**config.mk**
```make
export PLATFORM = sky130hd
export DESIGN_NAME = host_mailbox
export DESIGN_NICKNAME = d
export VERILOG_FILES = /design/src/rtl/host_mailbox.sv
export SDC_FILE = /design/constraint.sdc
export NUM_CORES = 1
export LEC_CHECK = 0
export CORE_MARGIN = 2
export CORE_UTILIZATION = 40
export CTS_BUF_LIST = sky130_fd_sc_hd__clkbuf_8 sky130_fd_sc_hd__clkbuf_16
export CTS_CLUSTER_DIAMETER = 150
export DETAILED_ROUTE_END_ITERATION = 7
export PLACE_DENSITY = 0.73
export SYNTH_ARGS = -nofsm -noshare
export SYNTH_HDL_FRONTEND = slang
export SYNTH_SLANG_ARGS = --single-unit
```
**constraint.sdc**
```tcl
create_clock -name clk_i -period 4.9 [get_ports clk_i]
set_input_delay 0.98 -clock clk_i [delete_from_list [all_inputs] [get_ports clk_i]]
set_output_delay 0.98 -clock clk_i [all_outputs]
set_load 0.1 [all_outputs]
```
**src/rtl/host_mailbox.sv**
```systemverilog
// Test-host mailbox on the core data bus: cycle counter, console byte FIFO and
// a sticky test-done/exit-code register in a 16-byte window.
module host_mailbox #(
  parameter int unsigned            ADDR_WIDTH = 32,
  parameter logic [ADDR_WIDTH-1:0]  BASE_ADDR  = 'h3FFFF0,
  parameter int unsigned            FIFO_DEPTH = 8
) (
  input  logic                  clk_i,
  input  logic                  rstn_i,
  input  logic                  data_req_i,
  input  logic [ADDR_WIDTH-1:0] data_addr_i,
  input  logic                  data_we_i,
  input  logic [3:0]            data_be_i,
  input  logic [31:0]           data_wdata_i,
  output logic                  data_gnt_o,
  output logic                  data_rvalid_o,
  output logic [31:0]           data_rdata_o,
  output logic                  sel_o,
  output logic                  cons_valid_o,
  output logic [7:0]            cons_data_o,
  input  logic                  cons_ready_i,
  output logic                  done_o,
  output logic                  pass_o,
  output logic [30:0]           exit_code_o
);

  localparam int unsigned PW = $clog2(FIFO_DEPTH);
  localparam int unsigned CW = PW + 1;

  typedef enum logic [1:0] {
    OFF_CYCLE   = 2'd0,
    OFF_STATUS  = 2'd1,
    OFF_CONSOLE = 2'd2,
    OFF_TOHOST  = 2'd3
  } offset_e;

  offset_e        offset;
  logic           hit;
  logic           full;
  logic           empty;
  logic           push;
  logic           pop;
  logic           tohost_ok;
  logic [31:0]    status;
  logic           unused_addr;

  logic [31:0]    cycle_q,  cycle_d;
  logic           rvalid_q, rvalid_d;
  logic [31:0]    rdata_q,  rdata_d;
  logic           done_q,   done_d;
  logic           pass_q,   pass_d;
  logic [30:0]    exit_q,   exit_d;
  logic [PW-1:0]  wr_ptr_q, wr_ptr_d;
  logic [PW-1:0]  rd_ptr_q, rd_ptr_d;
  logic [CW-1:0]  count_q,  count_d;
  logic [7:0]     mem_q [FIFO_DEPTH];
  logic [7:0]     mem_d [FIFO_DEPTH];

  assign unused_addr = ^data_addr_i[1:0];

  always_comb begin
    offset = offset_e'(data_addr_i[3:2]);
    hit    = data_req_i & (data_addr_i[ADDR_WIDTH-1:4] == BASE_ADDR[ADDR_WIDTH-1:4]);
    full   = (count_q == CW'(FIFO_DEPTH));
    empty  = (count_q == '0);

    sel_o      = hit;
    // A full FIFO stalls console writes even if a pop frees a slot this cycle.
    data_gnt_o = hit & ~(data_we_i & (offset == OFF_CONSOLE) & full);

    push      = data_gnt_o & data_we_i & (offset == OFF_CONSOLE) & data_be_i[0];
    pop       = ~empty & cons_ready_i;
    tohost_ok = data_gnt_o & data_we_i & (offset == OFF_TOHOST) &
                (data_be_i == 4'hF) & data_wdata_i[0] & ~done_q;

    status           = '0;
    status[31]       = done_q;
    status[30]       = full;
    status[CW-1:0]   = count_q;

    cycle_d  = cycle_q + 32'd1;
    rvalid_d = data_gnt_o;
    rdata_d  = '0;
    if (data_gnt_o && !data_we_i) begin
      unique case (offset)
        OFF_CYCLE:  rdata_d = cycle_q;
        OFF_STATUS: rdata_d = status;
        default:    rdata_d = '0;
      endcase
    end

    done_d = done_q;
    pass_d = pass_q;
    exit_d = exit_q;
    if (tohost_ok) begin
      done_d = 1'b1;
      exit_d = data_wdata_i[31:1];
      pass_d = (data_wdata_i[31:1] == '0);
    end

    mem_d    = mem_q;
    wr_ptr_d = wr_ptr_q;
    rd_ptr_d = rd_ptr_q;
    if (push) begin
      mem_d[wr_ptr_q] = data_wdata_i[7:0];
      wr_ptr_d        = wr_ptr_q + PW'(1);
    end
    if (pop) begin
      rd_ptr_d = rd_ptr_q + PW'(1);
    end
    count_d = count_q + CW'(push) - CW'(pop);
  end

  always_ff @(posedge clk_i or negedge rstn_i) begin
    if (!rstn_i) begin
      cycle_q  <= '0;
      rvalid_q <= 1'b0;
      rdata_q  <= '0;
      done_q   <= 1'b0;
      pass_q   <= 1'b0;
      exit_q   <= '0;
      wr_ptr_q <= '0;
      rd_ptr_q <= '0;
      count_q  <= '0;
    end else begin
      cycle_q  <= cycle_d;
      rvalid_q <= rvalid_d;
      rdata_q  <= rdata_d;
      done_q   <= done_d;
      pass_q   <= pass_d;
      exit_q   <= exit_d;
      wr_ptr_q <= wr_ptr_d;
      rd_ptr_q <= rd_ptr_d;
      count_q  <= count_d;
    end
  end

  // Storage needs no reset: the head is masked to zero while the FIFO is empty.
  always_ff @(posedge clk_i) begin
    mem_q <= mem_d;
  end

  assign data_rvalid_o = rvalid_q;
  assign data_rdata_o  = rdata_q;
  assign cons_valid_o  = ~empty;
  assign cons_data_o   = empty ? '0 : mem_q[rd_ptr_q];
  assign done_o        = done_q;
  assign pass_o        = pass_q;
  assign exit_code_o   = exit_q;

endmodule

```
== Word-level counts from Yosys, hierarchy flattened ==
Index checks and enable logic that the tools add are counted.
Storage, ports and cells
  register bits: 172
  input bits: 73
  output and inout bits: 77
  logic and storage cells: 63
Cells by class
  add/sub/neg operators: 5
  $lt $le $gt $ge: 3
  eq/ne operators: 6
  mux-type cells: 9
  bitwise gates (word level): 17
  reductions and logical operators: 6
Operator list (number)
  $bwmux 64: 1
  $pmux 32 s2: 1
  $add 32x1->32 const B: 1
  $mux 32: 1
  $mux 8: 4
  $logic_not 31->1: 1
  $eq 28x18->1 const B: 1
  $bmux 8 s3: 1
  $demux 8 s3: 1
  $and 1x1->1: 12
  $eq 4x4->1 const B: 2
  $ge 4x4->1 const B: 2
  $not 3->4: 2
  $add 3x1->3 const B: 2
  $add 4x1->4: 1
  $eq 2x2->1 const B: 2
  $logic_not 4->1: 1
  $lt 4x1->1 const B: 1
  $sub 4x1->4: 1
  $not 1->1: 3
  $eq 2x1->1 const B: 1
  $logic_and 1x1->1: 2
  $logic_not 2->1: 1
  $logic_not 1->1: 1

== Longest topological paths before layout ==
Gate-level depths: netlist of run 1.
  depth after elaboration: 10
  depth in mapped cells: 13
  mapped depth without buffers: 12

== Least setup slack after synthesis of run 1 ==
OpenSTA, ideal clock, no wires.
  path kind: input to output
  start: in data_addr_i[22]
  end: out data_gnt_o
  data arrival time: 3.761 ns
  data required time: 3.920 ns
  path slack: 0.159 ns
  stages on the path: 4
  path buffers: 0
  path through: or4b_4 > nor4_4 > nand2_1 > a41oi_1
On the way
  cells in the longest elaborated chain, start to end: 3
RTL lines
  start: declaration: RTL line 11  | input logic [ADDR_WIDTH-1:0] data_addr_i,
  $eq 28x18->1: RTL line 63  | hit = data_req_i & (data_addr_i[ADDR_WIDTH-1:4] == BASE_ADDR[ADDR_WIDTH-1:4]);
  $and 1x1->1: RTL line 63
  $and 1x1->1: RTL line 69  | data_gnt_o = hit & ~(data_we_i & (offset == OFF_CONSOLE) & full);
  end: declaration: RTL line 15  | output logic data_gnt_o,
Every way passes these cells.

== Final worst setup path of run 1 ==
  start: in data_addr_i[26]
  end: out data_gnt_o
Same word-level chain as after synthesis.

==> results of run 1 <==
layout by cell type (no fill, tap or decap), types with 15 or more instances in the layout:
master / instances
edfxtp_1: 64
xnor2_1: 27
nand4_1: 18
mux4_2: 16
clkdlybuf4s50_1: 144
clkbuf_16: 17
and2_1: 29
nor2_1: 15
inv_1: 16
dfrtp_1: 108
nand3_1: 15
mux2_4: 29
worst max-delay path: cells and delay by family:
family                 cells  cell delay (ns)
buffers and inverters      2             0.62
AO/OA/AOI/OAI              1             0.41
AND/OR/NAND/NOR            3             1.29
power by group:
part,switching (mW),total (mW),internal [mW]
logic,0.641,1.01,0.367
registers,0.0962,1.62,1.53
clock network,0.576,1.39,0.813
total,1.31,4.02,2.70
per-stage QoR:
step / utilization [%] / setup WS [ns] / hold WS [ns] / power (mW) / area, um2
finish: 54.50 / 0.6216 / 0.4855 / 4.018 / 9459
global route: 54.50 / 0.4298 / 0.5086 / 4.190 / 9459
CTS: 54.50 / 0.5561 / 0.4905 / 4.065 / 9459
detailed placement: 50.99 / 0.5883 / 0.4796 / 2.669 / 8850
global placement: 50.99 / 0.6109 / 0.4724 / 2.647 / 8850
floorplan: - / 0.1588 / 0.4448 / 2.383 / 7102
routing by layer:
layer | vias to the layer above | track usage [%]
li1 | 1981 | -
met1 | 2196 | 22.10
met2 | 105 | 28.80
met3 | 17 | 4.930
met4 | 0 | 4.868
met5 | - | 0
final cells by class:
| cell class | count | area, um2 | area share, % |
|---|---|---|---|
| clock buffer | 17 | 425.4 | 4.497 |
| clock inverter | 15 | 183.9 | 1.944 |
| inverter | 16 | 60.06 | 0.6349 |
| multi-input combinational | 251 | 2320 | 24.52 |
| sequential | 172 | 4624 | 48.89 |
| tap | 225 | 281.5 | 2.976 |
| timing repair buffer | 157 | 1564 | 16.53 |
worst paths after layout:
path | endpoint | slack [ns] | cells after the start | start
setup / recovery | data_gnt_o | 0.62 | 6 | data_addr_i[26]
hold / removal | cycle_q[13] | 0.49 | 1 | cycle_q[13]
setup reg to reg | count_q[1] | 2.29 | 8 | count_q[2]
hold reg to reg | cycle_q[13] | 0.49 | 1 | cycle_q[13]
max in group asynchronous | cycle_q[2] | 3.15 | 2 | rstn_i
min in group asynchronous | exit_code_o[29] | 0.72 | 1 | rstn_i
cells by family after synthesis:
kind of cell	Yosys count	synth area share, %
compound gates	3	0.2995
xor+xnor	36	4.440
fa+ha+maj	10	1.868
buf+inv	34	2.220
flops	172	65.12
mux	64	13.97
simple gates	138	12.09
registers in the layout (all words and copies together), names as in the netlist:
register       flops
count_q            4
cycle_q           32
data_rdata_o      32
data_rvalid_o      1
done_o             1
exit_code_o       31
mem_q             64
pass_o             1
rd_ptr_q           3
wr_ptr_q           3
==> impl_metrics.ini, run 1 <==
[run_status]
outcome = finished, final reports clean

[clock_network]
cts.sinks = 172
insertion_delay_ns = 0.42
cts_buffers = 17
ctsResizeCount = 0
post_cts_buffers = 0
cts_buffer_depth = 2
htree_levels = 4
cts_tree = built
ctsRootBufferMaster = clkbuf_16
clk_pin_slew_worst_paths_ns = 0.06
cts.hold.buffers_added = 0

[synth]
ys_types = 39
synth_common_cells = dfrtp_1 (108), edfxtp_1 (64), and2_1 (29), mux2_4 (29), xnor2_1 (27)
synthFlopType = dfrtp_1
synth_warnings = 0
synth_seq_cells = 172
ys_top_cells_by_area = dfrtp_1 (38%), edfxtp_1 (27%), mux2_4 (6.1%), mux4_2 (5.1%), xnor2_1 (3.3%)
async_reset_ff_share_pct = 62.79
synth_edf_count = 64
avgSynthCellArea_um2 = 15.54
synthMostInstantiatedCell = dfrtp_1
netlist_area_um2 = 7102
synthesis.nets = 540
synth_top_area_cell = dfrtp_1
seq_area_frac_synth_pct = 65.12
synthCells = 457
synth_top_cell_area_share_pct = 38.05

[global_routing]
grt_max_degree = 78
overflow = 0
antenna_found_initial = 0
grt_pass1_wl_mm = 24.78
grt_usage_pct = 17.27
first_global_vias = 4765

[power]
leakagePower_nw = 3.962
powerDensity_nw_per_um2 = 424.8
peakVddDrop_mv = 0.6069

[route]
route.detailed.drc = 0
drt-total-wl_mm = 15.40
highest_layer = met4
drt_pass1_iterations = 4
met3_length_um = 765
dr_wl_met2_mm = 7.836
num_vias = 4299
drtIter0Drc = 194
wire_per_inst_um = 18.06
wirelength_met1_mm = 6.616
ant_nets = 0
via_per_inst = 5.040

[layout]
final_cells = 853
drive_gt1_share_pct = 16.56
nets = 698
n_fill_cell = 1380
antenna_cells = 0
syn2layout_area_growth_pct = 33.19

[sta]
drv_slew = 0
setup-violations-final = 0
final_hold_viol_count = 0
fin_crit_sh_pct = 87.31
finalCriticalPeriod_ns = 4.278
skew_ns = 0.01051
setup_tns_ns = 0
slew_headroom_pct = 32.21
rsz0062_at_grt = false
fmax_mhz = 233.7
worstMarginPinSlew_ns = 1.014

[floorplan]
core_um2 = 17360
die_w_um = 137.2
die_area_um2 = 18840
initial_utilization_pct = 40.92
die_h_um = 137.2
io_pins = 150
num_rows = 48

[job]
drv_cap = 0

[setup_path]
critPathKind = input port to output port
end_kind = output port
crit_chain = clkdlybuf4s50_1 > or4_1 > nor4_4 > nand2_1 > a41oi_1 > buf_12
cp_slowest_stage_delay_ns = 0.59
path_max_fanout = 8
cp.required_ns = 3.92
start_kind = input port
crit_arrival_ns = 3.30
cp_slowest_cell = or4_1

[placed_design]
gp_congestion = 0.7637
place_inst = 821
dp_hpwl_mm = 10.80
port_buffers = 147

[worst_hold_path]
hold_class = flop to flop
Note: power is estimated with default switching activity, not from simulation.
==> run 2, diff against run 1 <==
CTS_CLUSTER_SIZE = 8   (was default)
==> results of run 2 <==
The final DEF is identical to that of run 1; final timing and power are the same.
==> run 3, diff against run 2 <==
HOLD_SLACK_MARGIN = 0.05   (was default)
==> results of run 3 <==
The final DEF is identical to that of run 1; final timing and power are the same.
==> variant (config.mk and constraints of run 3) <==
`rdata_q` no longer has a reset.
--- a/src/rtl/host_mailbox.sv
+++ b/src/rtl/host_mailbox.sv
@@ -115,7 +115,6 @@
     if (!rstn_i) begin
       cycle_q  <= '0;
       rvalid_q <= 1'b0;
-      rdata_q  <= '0;
       done_q   <= 1'b0;
       pass_q   <= 1'b0;
       exit_q   <= '0;
@@ -125,7 +124,6 @@
     end else begin
       cycle_q  <= cycle_d;
       rvalid_q <= rvalid_d;
-      rdata_q  <= rdata_d;
       done_q   <= done_d;
       pass_q   <= pass_d;
       exit_q   <= exit_d;
@@ -133,6 +131,10 @@
       rd_ptr_q <= rd_ptr_d;
       count_q  <= count_d;
     end
+  end
+
+  always_ff @(posedge clk_i) begin
+    rdata_q <= rdata_d;
   end
 
   // Storage needs no reset: the head is masked to zero while the FIFO is empty.
Check against the original RTL: differs if rstn_i is asserted again (counterexample within 4 cycles, from zero or initial values and one cycle with rstn_i low); with rstn_i held inactive, the same outputs for 4 cycles.
==> variant against run 3 <==
Power fell by 1.8%. Setup slack improved by 0.31 ns. Critical path depth fell by 2. Design area fell by 3.3%. Sequential cell count did not move. Area after synthesis fell by 3.5%. Worst hold slack got worse by 0.0059 ns. Critical path type is now reg2out. Largest cell class unchanged. Routed wire length fell by 4.2%.
==> variant: results <==
set metrics [dict create \
    tap_cells 220 \
    yosys-top-cells-area "edfxtp_1 (28%), dfrtp_1 (28%), dfxtp_1 (9.3%), mux2_2 (5.4%), mux4_2 (5.3%)" \
    yosysSeqAreaShare 0.651 \
    synth_fp_nets 542 \
    vias 4245 \
    max_stage_delay_ns 1.14 \
    synthXorXnorAreaFrac 0.0460 \
    post-cts-setup-buffer-count 0 \
    post_drt_via_cell_ratio 4.99 \
    yosys-top-cells-count "dfrtp_1 (76), edfxtp_1 (64), mux2_2 (33), dfxtp_1 (32), xnor2_1 (29)" \
    wl_met3_um 580 \
    grt_pass1_vias 4472 \
    gp_congestion 0.767 \
    grt_pass1_wl_um 23400 \
    synthAdderAreaFrac 0.0194 \
    drive_gt1_frac 0.152 \
    area_growth_pct 33.5 \
    seq_cells 172 \
    syn_inst 459 \
    place_ws_ns 1.06 \
    drt_iter0_drc 173 \
    multi_input_area_share 0.246 \
    critPathMaxFanout 18 \
    wl_met2_um 7730 \
    wl_met1_um 6240 \
    placedCellCount 819 \
    ir_worst_vdd_mv 0.526 \
    slowest_stage "clkdlybuf4s50_1" \
    synth_compound_area_frac 0.00256 \
    wl_um 14800 \
    signal_buffers 155 \
    synth_mux_area_frac 0.129 \
    multi_input_comb_cells 259 \
    grtUsageTotal 0.170 \
    inverters 13 \
    seq_share 0.488 \
    fin_nets 701 \
    nonClkBufAreaFrac 0.167 \
    fillers 1338 \
    cts-root-buf "clkbuf_16" \
    status "complete, no violations" \
    leakagePower_uw 0.00369 \
    grt_start_max_net_pins 77 \
]
[variant: changes by cell type after synthesis, sizes merged, moves of 3 or more]
cell / delta
dfxtp: +32
dfrtp: -32
buf: -4
inv: -3
and4: -3
nor2: +8
nand2: +4
[variant: power breakdown]
group / switching (uW) / total [uW] / internal, uW
sequential: 70.4 / 1590 / 1520
combinational: 660 / 1030 / 366
clock: 567 / 1330 / 759
[variant: logic make-up (layout without fill, tap and decap cells)]
| logic type | count (synthesis) | count (layout) |
|---|---|---|
| mux | 64 | 64 |
| compound gates | 3 | 3 |
| fa+ha+maj | 10 | 10 |
| flops | 172 | 172 |
| buf+inv | 28 | 200 |
| simple gates | 146 | 146 |
| xor+xnor | 36 | 36 |
[variant: routing by layer]
metal | vias up | global-route usage
li1 | 1989 | -
met2 | 85 | 0.292
met3 | 19 | 0.0526
met5 | - | 0
met4 | 0 | 0.0585
met1 | 2152 | 0.203
[variant: worst max-delay path, delay by kind of cell, from the launching register on]
kind | cells | cell delay [ns]
and+or+nand+nor | 1 | 0.11
buffers and inverters | 1 | 1.14
DFF | 1 | 0.84
muxes | 2 | 0.47
[variant: worst paths after layout]
kind                                          from                         end  slack [ns]  depth (start not counted)
max in group asynchronous                   rstn_i  exit_code_o[4]$_DFFE_PN0P_        3.55                          1
max reg2reg                   count_q[2]$_DFF_PN0_         mem_q[28]$_DFFE_PP_        2.29                          7
min                          cycle_q[31]$_DFF_PN0_       cycle_q[31]$_DFF_PN0_        0.48                          1
max                        rd_ptr_q[1]$_DFFE_PN0P_              cons_data_o[2]        0.93                          4
min reg2reg                  cycle_q[31]$_DFF_PN0_       cycle_q[31]$_DFF_PN0_        0.48                          1
min in group asynchronous                   rstn_i       cycle_q[17]$_DFF_PN0_        0.70                          1
